<file path="src/rtl/spu_fetch_pkg.sv">
// Shared types and constants for the SPU instruction fetch path.
package spu_fetch_pkg;

    typedef logic [0:31]  instr_t;
    typedef logic [0:127] qword_t;

    localparam int LINE_WORDS  = 16;
    localparam int QW_PER_LINE = 4;

    typedef enum logic [1:0] {
        LF_IDLE  = 2'd0,
        LF_ISSUE = 2'd1,
        LF_DRAIN = 2'd2
    } lf_state_t;

    // Local-store quadword address of quadword q of line tag; wraps modulo 2^14.
    function automatic logic [13:0] lf_qw_addr(input logic [13:0] base,
                                               input logic [3:0]  tag,
                                               input logic [1:0]  q);
        return base + {8'd0, tag, 2'b00} + {12'd0, q};
    endfunction

endpackage

</file>
<file path="src/rtl/ins_line_fetch_ls_lat_pipe.sv">
// Fixed-latency delay line carrying {valid, q} alongside local-store reads,
// so each returning quadword can be steered into its staging slot.
module ls_lat_pipe #(
    parameter int DEPTH = 6
) (
    input  logic       clk,
    input  logic       reset,
    input  logic       in_valid,
    input  logic [1:0] in_q,
    output logic       out_valid,
    output logic [1:0] out_q
);

    logic [2:0] stage_r [0:DEPTH-1];

    // Shift the read tags one stage per cycle; reset drops anything in flight.
    always_ff @(posedge clk) begin
        if (reset) begin
            for (int i = 0; i < DEPTH; i++) begin
                stage_r[i] <= 3'd0;
            end
        end else begin
            stage_r[0] <= {in_valid, in_q};
            for (int i = 1; i < DEPTH; i++) begin
                stage_r[i] <= stage_r[i-1];
            end
        end
    end

    assign out_valid = stage_r[DEPTH-1][2];
    assign out_q     = stage_r[DEPTH-1][1:0];

endmodule

</file>
<file path="src/rtl/ins_line_fetch.sv">
// Instruction line fetcher: reads one 64-byte line as four quadwords from
// local store and presents it to the IF stage as an atomic 16-word line.
module ins_line_fetch
    import spu_fetch_pkg::*;
#(
    parameter int          LS_LAT  = 6,
    parameter logic [13:0] BASE_QW = 14'd0
) (
    input  logic         clk,
    input  logic         reset,
    input  logic         read_enable,
    input  logic [7:0]   pc,
    output logic         ls_rd_en,
    output logic [13:0]  ls_addr,
    input  logic [0:127] ls_rd_data,
    output logic [0:31]  ins_cache [0:15],
    output logic         line_valid,
    output logic [3:0]   line_tag,
    output logic         busy
);

    lf_state_t   state_r, state_next_s;
    logic [3:0]  req_tag_r, req_tag_next_s;
    logic [1:0]  issue_q_r, issue_q_next_s;
    logic        ls_rd_en_r, ls_rd_en_next_s;
    logic [13:0] ls_addr_r, ls_addr_next_s;
    logic        line_valid_r, line_valid_next_s;
    logic [3:0]  line_tag_r, line_tag_next_s;
    logic        busy_r, busy_next_s;
    logic        pend_valid_r, pend_valid_next_s;
    logic [3:0]  pend_tag_r, pend_tag_next_s;

    qword_t      stage_r [0:QW_PER_LINE-1];
    instr_t      cache_r [0:LINE_WORDS-1];
    instr_t      line_s  [0:LINE_WORDS-1];

    logic [3:0]  pc_tag_s;
    logic        pc_unused_s;
    logic        ret_valid_s;
    logic [1:0]  ret_q_s;
    logic        hit_s;
    logic        commit_s;
    logic        chain_valid_s;
    logic [3:0]  chain_tag_s;
    logic        start_fill_s;
    logic [3:0]  start_tag_s;

    assign pc_tag_s    = pc[7:4];
    assign pc_unused_s = ^pc[3:0];

    ls_lat_pipe #(.DEPTH(LS_LAT)) u_lat_pipe (
        .clk       (clk),
        .reset     (reset),
        .in_valid  (ls_rd_en_r),
        .in_q      (issue_q_r),
        .out_valid (ret_valid_s),
        .out_q     (ret_q_s)
    );

    // A request arriving in the commit cycle takes precedence over the stored pending one.
    assign hit_s         = line_valid_r && (pc_tag_s == line_tag_r);
    assign commit_s      = (state_r == LF_DRAIN) && ret_valid_s && (ret_q_s == 2'd3);
    assign chain_valid_s = read_enable || pend_valid_r;
    assign chain_tag_s   = read_enable ? pc_tag_s : pend_tag_r;
    assign line_tag_next_s = commit_s ? req_tag_r : line_tag_r;

    // Decide whether a new fill starts this cycle: a miss from idle or a chained miss on commit.
    always_comb begin
        start_fill_s = 1'b0;
        start_tag_s  = pc_tag_s;
        case (state_r)
            LF_IDLE: begin
                start_fill_s = read_enable && !hit_s;
                start_tag_s  = pc_tag_s;
            end
            LF_DRAIN: begin
                start_fill_s = commit_s && chain_valid_s && (chain_tag_s != req_tag_r);
                start_tag_s  = chain_tag_s;
            end
            default: begin
                start_fill_s = 1'b0;
                start_tag_s  = pc_tag_s;
            end
        endcase
    end

    // Next-state and next-output logic for the fetch FSM.
    always_comb begin
        state_next_s      = state_r;
        req_tag_next_s    = req_tag_r;
        issue_q_next_s    = issue_q_r;
        ls_rd_en_next_s   = 1'b0;
        ls_addr_next_s    = ls_addr_r;
        line_valid_next_s = line_valid_r;
        busy_next_s       = busy_r;
        pend_valid_next_s = pend_valid_r;
        pend_tag_next_s   = pend_tag_r;
        if (start_fill_s) begin
            state_next_s      = LF_ISSUE;
            req_tag_next_s    = start_tag_s;
            issue_q_next_s    = 2'd0;
            ls_rd_en_next_s   = 1'b1;
            ls_addr_next_s    = lf_qw_addr(BASE_QW, start_tag_s, 2'd0);
            line_valid_next_s = 1'b0;
            busy_next_s       = 1'b1;
            pend_valid_next_s = 1'b0;
        end else begin
            case (state_r)
                LF_IDLE: begin
                    state_next_s = LF_IDLE;
                end
                LF_ISSUE: begin
                    if (issue_q_r == 2'd3) begin
                        state_next_s = LF_DRAIN;
                    end else begin
                        issue_q_next_s  = issue_q_r + 2'd1;
                        ls_rd_en_next_s = 1'b1;
                        ls_addr_next_s  = lf_qw_addr(BASE_QW, req_tag_r, issue_q_r + 2'd1);
                    end
                    if (read_enable) begin
                        pend_valid_next_s = 1'b1;
                        pend_tag_next_s   = pc_tag_s;
                    end else begin
                        pend_valid_next_s = pend_valid_r;
                    end
                end
                LF_DRAIN: begin
                    if (commit_s) begin
                        // Pending request (if any) matches the committed line: drop it.
                        state_next_s      = LF_IDLE;
                        line_valid_next_s = 1'b1;
                        busy_next_s       = 1'b0;
                        pend_valid_next_s = 1'b0;
                    end else if (read_enable) begin
                        pend_valid_next_s = 1'b1;
                        pend_tag_next_s   = pc_tag_s;
                    end else begin
                        pend_valid_next_s = pend_valid_r;
                    end
                end
                default: begin
                    state_next_s = LF_IDLE;
                    busy_next_s  = 1'b0;
                end
            endcase
        end
    end

    // FSM state register.
    always_ff @(posedge clk) begin
        if (reset) begin
            state_r <= LF_IDLE;
        end else begin
            state_r <= state_next_s;
        end
    end

    // Registered control outputs, request tag, issue counter and pending request.
    always_ff @(posedge clk) begin
        if (reset) begin
            req_tag_r    <= 4'd0;
            issue_q_r    <= 2'd0;
            ls_rd_en_r   <= 1'b0;
            ls_addr_r    <= 14'd0;
            line_valid_r <= 1'b0;
            line_tag_r   <= 4'd0;
            busy_r       <= 1'b0;
            pend_valid_r <= 1'b0;
            pend_tag_r   <= 4'd0;
        end else begin
            req_tag_r    <= req_tag_next_s;
            issue_q_r    <= issue_q_next_s;
            ls_rd_en_r   <= ls_rd_en_next_s;
            ls_addr_r    <= ls_addr_next_s;
            line_valid_r <= line_valid_next_s;
            line_tag_r   <= line_tag_next_s;
            busy_r       <= busy_next_s;
            pend_valid_r <= pend_valid_next_s;
            pend_tag_r   <= pend_tag_next_s;
        end
    end

    // Capture each returning quadword into its staging slot.
    always_ff @(posedge clk) begin
        if (reset) begin
            for (int q = 0; q < QW_PER_LINE; q++) begin
                stage_r[q] <= 128'd0;
            end
        end else if (ret_valid_s) begin
            stage_r[ret_q_s] <= ls_rd_data;
        end else begin
            stage_r[ret_q_s] <= stage_r[ret_q_s];
        end
    end

    // Assemble the full line; the last quadword is taken straight from the read bus.
    always_comb begin
        for (int w = 0; w < LINE_WORDS; w++) begin
            line_s[w] = 32'd0;
        end
        for (int q = 0; q < QW_PER_LINE; q++) begin
            for (int k = 0; k < 4; k++) begin
                if (q == (QW_PER_LINE - 1)) begin
                    line_s[4*q+k] = ls_rd_data[32*k +: 32];
                end else begin
                    line_s[4*q+k] = stage_r[q][32*k +: 32];
                end
            end
        end
    end

    // Instruction line register: only ever updated by a complete-line commit.
    always_ff @(posedge clk) begin
        if (reset) begin
            for (int w = 0; w < LINE_WORDS; w++) begin
                cache_r[w] <= 32'd0;
            end
        end else if (commit_s) begin
            for (int w = 0; w < LINE_WORDS; w++) begin
                cache_r[w] <= line_s[w];
            end
        end else begin
            for (int w = 0; w < LINE_WORDS; w++) begin
                cache_r[w] <= cache_r[w];
            end
        end
    end

    assign ins_cache  = cache_r;
    assign ls_rd_en   = ls_rd_en_r;
    assign ls_addr    = ls_addr_r;
    assign line_valid = line_valid_r;
    assign line_tag   = line_tag_r;
    assign busy       = busy_r;

endmodule
</file>
<file path="config.mk">
export PLATFORM = sky130hd
export DESIGN_NAME = ins_line_fetch
export DESIGN_NICKNAME = d
export VERILOG_FILES = /design/src/rtl/spu_fetch_pkg.sv /design/src/rtl/ins_line_fetch_ls_lat_pipe.sv /design/src/rtl/ins_line_fetch.sv
export SDC_FILE = /design/constraint.sdc
export NUM_CORES = 1
export LEC_CHECK = 0
export BUFFER_PORTS_ARGS = -buffer_cell sky130_fd_sc_hd__buf_2
export CAP_MARGIN = 20
export CORE_UTILIZATION = 50
export CTS_BUF_LIST = sky130_fd_sc_hd__clkbuf_8
export DETAILED_ROUTE_END_ITERATION = 8
export PLACE_DENSITY_LB_ADDON = 0.12
export SYNTH_ARGS = -nofsm -noshare
export SYNTH_HDL_FRONTEND = slang
export SYNTH_SLANG_ARGS = --single-unit
</file>
<file path="constraint.sdc">
create_clock -name clk -period 5.1 [get_ports clk]
set_input_delay 0.255 -clock clk [delete_from_list [all_inputs] [get_ports clk]]
set_output_delay 0.255 -clock clk [all_outputs]
set_load 0.03 [all_outputs]
</file>
# Word level (Yosys, flattened, before mapping)
# Memories as Yosys holds them, arrays and structs flattened. A register that Yosys moved wholly into a read port is not among the register bits.
# Index checks and enable logic that the tools add are counted.
totals:
  regBits: 155
  ramBits: 530
  in_bits: 139
  out_inout_bits: 533
  elab_cells: 105
  n_memories: 2
memory_table:
  columns: ["memory", "words", "word_bits", "rd", "rd_clocked_by_memory_dff", "write_ports", "line", "rtl"]
  rows:
  - ["stage_r", 4, 128, 3, 3, 4, "ins_line_fetch.sv:33", "qword_t stage_r [0:QW_PER_LINE-1];"]
  - ["u_lat_pipe.stage_r", 6, 3, 6, 0, 6, "ins_line_fetch_ls_lat_pipe.sv:14", "logic [2:0] stage_r [0:DEPTH-1];"]
op_classes:
  n_addsub: 2
  eq_ne: 14
  n_mux: 40
  n_bitwise: 9
  n_reduce_logical: 22
op_table:
  columns: ["cell", "n"]
  rows:
  - ["two-way mux 128 bit", 2]
  - ["OR reduction 128 bit", 1]
  - ["two-way mux 1 bit", 18]
  - ["two-way mux 3 bit", 6]
  - ["two-way mux 6 bit", 3]
  - ["AND reduction 2 bit", 7]
  - ["two-way mux 4 bit", 3]
  - ["!= test 2 bit (second input constant)", 4]
  - ["case mux 4 bit (2 select lines)", 1]
  - ["adder 6 x 2 -> 7 bit", 1]
  - ["OR 1 bit", 7]
  - ["== test 2 bit (second input constant)", 3]
  - ["logical AND 1 bit", 6]
  - ["two-way mux 2 bit", 3]
  - ["!= test 3 bit (second input constant)", 2]
  - ["case mux 1 bit (2 select lines)", 3]
  - ["== test 4 bit", 1]
  - ["!= test 4 bit", 1]
  - ["case mux 2 bit (2 select lines)", 1]
  - ["nonzero test 2 bit", 2]
  - ["OR reduction 2 bit", 2]
  - ["AND reduction 3 bit", 1]
  - ["adder 2 x 1 -> 2 bit (second input constant)", 1]
  - ["== test 2 x 1 -> 1 bit (second input constant)", 1]
  - ["6 further kinds", 7]

# Logic depth before layout (Yosys ltp)
logic_depth:
  depth_word: 8
  ltp_mapped: 9
  mapped_depth_nobuf: 7

# By module
# Synthesis repeated with hierarchy kept, for this count alone.
hier_totals:
  hier_cells: 3217
  area_unflattened_um2: 33254.4
by_module_without_submodules:
  columns: ["mod", "n_inst", "cells_per_inst", "area_each_um2", "seq_area_each_um2"]
  rows:
  - ["ins_line_fetch", 1, 3178, 32750.2, 22261.4]
  - ["ls_lat_pipe", 1, 39, 504.2, 360.3]

# Worst setup path after synthesis
# Ideal clock, no wire load.
synth_path:
  path_type: "input port to flip-flop"
  from: "input reset"
  to: "memory stage_r[2][0] (netlist name), enable pin"
  setup_time_ps: 433
  arrival_ps: 2651
  required_time_ps: 4667
  setup_slack_ps: 2015
  stages: 4
  path_buffers: 2
  cell_sequence: "clkbuf_1 nor4bb_1 clkbuf_1 or2_2"
synth_lines:
  columns: ["item", "line", "rtl"]
  rows:
  - ["start: declaration", "ins_line_fetch.sv:10", "input logic reset,"]
  - ["end: declaration", "ins_line_fetch.sv:33", null]

# Final worst setup path
layout_path:
  from: "register state_r[0]"
  to: "register cache_r (netlist bit ins_cache[41])"
layout_between:
  elab_chain_cells: 3
layout_lines:
  columns: ["item", "line", "rtl"]
  rows:
  - ["start: declaration", "ins_line_fetch.sv:22", "lf_state_t state_r, state_next_s;"]
  - ["start signal: assignment", "ins_line_fetch.sv:154", "state_r <= state_next_s;"]
  - ["== test 2 bit", "ins_line_fetch.sv:62", "assign commit_s = (state_r == LF_DRAIN) && ret_valid_s && (ret_q_s == 2'd3);"]
  - ["logical AND 1 bit (2 in series)", "ins_line_fetch.sv:62", null]
  - ["end signal: indexed assignment", "ins_line_fetch.sv:220", "cache_r[w] <= line_s[w];"]
  - ["end signal: indexed assignment", "ins_line_fetch.sv:224", "cache_r[w] <= cache_r[w];"]
  - ["end: declaration", "ins_line_fetch.sv:34", "instr_t cache_r [0:LINE_WORDS-1];"]
# No other way between the ends.
# A chain may end at the register's enable or synchronous reset.

==> qor.txt <==
WORST HOLD PATH
----------------------------------------------------------------------------------------
Type of the tightest min-delay check ...................................... input port to register

CRITICAL PATH
----------------------------------------------------------------------------------------
Crit-path cells ........................................................... inv_1 > ha_1 > nand4_1 > buf_12 > nand2_1 > a21oi_1 > dlygate4sd3_1
Slowest library cell on the worst path .................................... sky130_fd_sc_hd__buf_12
Max incr delay on CP ......................................................      0.73 ns
Largest driver fanout on the critical path ................................          225
Worst endpoint required time ..............................................      5.81 ns
Largest delay contributor family on the critical path ..................... buffers and inverters
Category of the worst setup path launch point .............................     register
CP arrival ................................................................      3.73 ns
Critical setup path kind .................................................. register to register
Worst R2R Setup Slack .....................................................      2.09 ns
Bufs and invs on worst path ...............................................            3
Crit path capture type ....................................................     register

ROUTE
----------------------------------------------------------------------------------------
Count of routing violations after the opening detailed-route iteration ....         1870
Avg WL per Cell ...........................................................     18.56 um
Via-to-Cell Ratio .........................................................        5.039
# DRC .....................................................................            0
Vias ......................................................................        25010
Antenna viol nets, final ..................................................            0
Number of search-and-repair iterations in the first detailed-routing pass .            5
Routed Wire Length ........................................................     92100 um

CLOCKING
----------------------------------------------------------------------------------------
TritonCTS clock tree ......................................................         done
Clk pin slew, worst setup/hold paths ......................................      0.06 ns
Root Driver ............................................................... sky130_fd_sc_hd__clkbuf_8
Number of sinks driven by the clock tree ..................................          938
Bufs on Longest Clock Path ................................................            3
CTS H-tree lvls ...........................................................            4
Clock insertion delay at the later pin of the skew report .................      0.78 ns
Total CTS buffers .........................................................          151
Setup Fix Bufs, Post-CTS ..................................................            0

FLOORPLAN
----------------------------------------------------------------------------------------
Top-Level Pins ............................................................          672
Die width .................................................................     259.8 um
Effective utilization at floorplan ........................................       50.55%
Count of standard-cell rows ...............................................           94
Overall die area ..........................................................    67500 um2
Placeable core region .....................................................    65750 um2
Die height ................................................................     259.8 um

GLOBAL ROUTE
----------------------------------------------------------------------------------------
Largest net degree at the start of global routing .........................          226
All-Layer GR Usage ........................................................       26.53%
Number of antenna violations at the first check in global routing .........            4
Final global-route overflow total .........................................            0
Via count of the first global-routing pass ................................        23240
Wire length of the first global-routing pass ..............................    137300 um

TIMING
----------------------------------------------------------------------------------------
Transition time at the pin with the least slew margin .....................     1.199 ns
Final setup violating endpoints ...........................................            0
RSZ-0062 raised after global routing ......................................           no
Count of final hold-check violations ......................................            0
Min cycle time layout .....................................................     3.014 ns
Pins Over Slew Limit ......................................................            0
Sum of negative setup slack ...............................................         0 ns
Worst slew margin relative to its limit ...................................       20.04%
Final setup skew ..........................................................   0.03462 ns
Post-route clock period utilization .......................................       59.09%
Achievable clock frequency ................................................   0.3318 GHz

SYNTHESIS
----------------------------------------------------------------------------------------
Number of flip-flops and latches in the synthesized netlist ...............          938
Share of synthesized area spent on multiplexers ...........................      0.2861%
Post-Synth Adder-Cell Area ................................................      0.1506%
Post-synthesis cell area ..................................................    33230 um2
Share of synthesized cell area in and, or, nand and nor gates .............       19.80%
Synth Area per Inst .......................................................    10.33 um2
Xor/xnor share of the synthesized area ....................................      0.2372%
Combinational family with the most area after synthesis ................... simple AND/OR/NAND/NOR gates
Distinct cell type count after synthesis ..................................           37
Synthesized instance count ................................................         3216
Number of warnings issued by yosys ........................................            0
Synth Area in Compound Gates ..............................................       8.539%
Sequential fraction of the synthesis area .................................       68.07%

LAYOUT
----------------------------------------------------------------------------------------
Total area of multi-input combinational cells .............................     9706 um2
Commonest cells after routing, fill and taps aside ........................ sky130_fd_sc_hd__nand2_1, sky130_fd_sc_hd__buf_2, sky130_fd_sc_hd__dfxtp_1
Area growth from synthesis to layout ......................................       24.31%
Fraction of final layout cells with drive strength greater than 1 .........       21.70%
Total of fill cells in the finished design ................................         5498
Flip-flop and latch area ..................................................    22620 um2
Final net count ...........................................................         4115
Most common library cell in the layout ignoring fill and taps ............. sky130_fd_sc_hd__nand2_1

PWR
----------------------------------------------------------------------------------------
Overall power .............................................................     14.41 mW
Static leakage power ......................................................     16.85 nW
Power density cells ....................................................... 348.9 nW/um2
Peak supply drop ..........................................................    0.2507 mV

PLACED DESIGN
----------------------------------------------------------------------------------------
Count of input and output buffers .........................................          659
Last weighted congestion value of the routability-driven placer ...........       0.8167
Final HPWL DP .............................................................     54130 um

OUTCOME
----------------------------------------------------------------------------------------
Outcome ...................................................................    completed

RUN
----------------------------------------------------------------------------------------
Max Cap Viol ..............................................................            0

## sequential cells by signal (all words and copies together), names as in the netlist
name                count
busy                    1
ins_cache             512
line_tag                4
line_valid              1
ls_addr                 6
ls_rd_en                1
pend_tag_r              4
pend_valid_r            1
req_tag_r               4
stage_r               384
state_r                 2
u_lat_pipe.stage_r     18
## synthesized netlist by cell type
| cell type | instances | share of area, % |
|---|---|---|
| sky130_fd_sc_hd__buf_4 | 8 | 0.18 |
| sky130_fd_sc_hd__o21ai_0 | 7 | 0.11 |
| sky130_fd_sc_hd__or2_2 | 3 | 0.056 |
| sky130_fd_sc_hd__nand2_1 | 1037 | 12 |
| sky130_fd_sc_hd__a41o_1 | 1 | 0.030 |
| sky130_fd_sc_hd__buf_6 | 2 | 0.068 |
| sky130_fd_sc_hd__and4bb_2 | 1 | 0.038 |
| sky130_fd_sc_hd__xnor2_1 | 8 | 0.21 |
| sky130_fd_sc_hd__nor4b_1 | 2 | 0.053 |
| sky130_fd_sc_hd__dfxtp_1 | 554 | 33 |
| sky130_fd_sc_hd__mux2_2 | 4 | 0.14 |
| sky130_fd_sc_hd__edfxtp_1 | 384 | 35 |
| sky130_fd_sc_hd__buf_1 | 13 | 0.15 |
| sky130_fd_sc_hd__nor2b_1 | 18 | 0.34 |
| sky130_fd_sc_hd__nand2b_1 | 3 | 0.056 |
| sky130_fd_sc_hd__xor2_1 | 1 | 0.026 |
| sky130_fd_sc_hd__nor3_1 | 3 | 0.045 |
| sky130_fd_sc_hd__nand3_1 | 6 | 0.090 |
| sky130_fd_sc_hd__nor2_1 | 5 | 0.056 |
| sky130_fd_sc_hd__clkbuf_1 | 179 | 2.0 |
| sky130_fd_sc_hd__ha_1 | 4 | 0.15 |
| sky130_fd_sc_hd__a2111oi_2 | 1 | 0.045 |
| sky130_fd_sc_hd__o211ai_1 | 1 | 0.023 |
| sky130_fd_sc_hd__and4_1 | 1 | 0.026 |
| sky130_fd_sc_hd__and2_1 | 384 | 7.2 |
| sky130_fd_sc_hd__a21oi_1 | 533 | 8.0 |
| sky130_fd_sc_hd__a211oi_1 | 1 | 0.023 |
| sky130_fd_sc_hd__a211oi_2 | 7 | 0.26 |
| sky130_fd_sc_hd__and3_1 | 1 | 0.019 |
| sky130_fd_sc_hd__buf_2 | 28 | 0.42 |
| sky130_fd_sc_hd__o21a_1 | 1 | 0.023 |
| sky130_fd_sc_hd__nor4bb_1 | 1 | 0.030 |
| sky130_fd_sc_hd__mux2i_1 | 5 | 0.15 |
| sky130_fd_sc_hd__and2_4 | 1 | 0.026 |
| sky130_fd_sc_hd__inv_1 | 6 | 0.068 |
| sky130_fd_sc_hd__conb_1 | 1 | 0.011 |
| sky130_fd_sc_hd__nand4_1 | 1 | 0.019 |
## path summary, 6_finish.rpt
path,start,endpoint,cells past startpoint
hold reg to reg,u_lat_pipe.stage_r[4][1],u_lat_pipe.stage_r[5][1],1
setup reg to reg,state_r[0],ins_cache[41],7
setup / recovery,state_r[0],ins_cache[41],7
hold / removal,ls_rd_data[35],ins_cache[92],4
## area by class of cell
cell class                      instances  area share [%]
Sequential cell                       938           54.76
Multi-Input combinational cell       2049           23.49
Timing Repair Buffer                  826           12.16
Clock buffer                          176           5.863
Tap cell                              864           2.617
Clock inverter                        101           1.033
Inverter                                6         0.05452
Antenna cell                            3         0.01817
## stage by stage
step	instances	hold WS (ns)	utilization (%)	area, um2	setup WS [ns]
6_report	4963	0.2950	62.84	41310	2.086
5_1_grt	4962	0.2565	62.83	41310	1.844
4_1_cts	4960	0.2155	62.82	41300	2.064
3_5_place_dp	4538	0.4231	56.28	37000	2.194
3_3_place_gp	4538	0.4196	56.28	37000	2.163
2_1_floorplan	3223	0.3910	-	33260	2.015
## cell families (layout without fill, tap and decap cells)
logic type | Yosys count | in the layout
buf+inv | 236 | 1109
other cells | 1 | 11
fa+ha+maj | 4 | 4
xor+xnor | 9 | 9
flops | 938 | 938
compound gates | 552 | 552
simple gates | 1467 | 1467
mux | 9 | 9
## worst min-delay path, cell delays in order
cell and delay, ns:
sky130_fd_sc_hd__dlygate4sd3_1 0.53, sky130_fd_sc_hd__buf_2 0.14, sky130_fd_sc_hd__nand2_1 0.05, sky130_fd_sc_hd__a21oi_1 0.05
## power breakdown
| part | internal, mW | total (mW) | switching [mW] |
|---|---|---|---|
| logic | 0.146 | 0.446 | 0.300 |
| registers | 7.91 | 7.94 | 0.0326 |
| clock network | 3.14 | 6.03 | 2.89 |
## per-layer routing
| layer | vias to the layer above | share of wire (%) | global-route usage (%) |
|---|---|---|---|
| met5 | - | 0.018 | 0 |
| met4 | 2 | 3.9 | 11.91 |
| met3 | 187 | 7.7 | 8.090 |
| met2 | 798 | 47 | 42.37 |
| met1 | 11950 | 41 | 33.06 |
| li1 | 12080 | - | - |
## timing repair
item / 4_1_cts / 5_1_grt
hold buffers: 145 / 0
resized for setup: 0 / 0
hold endpoints to repair: 567 / 0
Power figures use the tool's default switching activity.
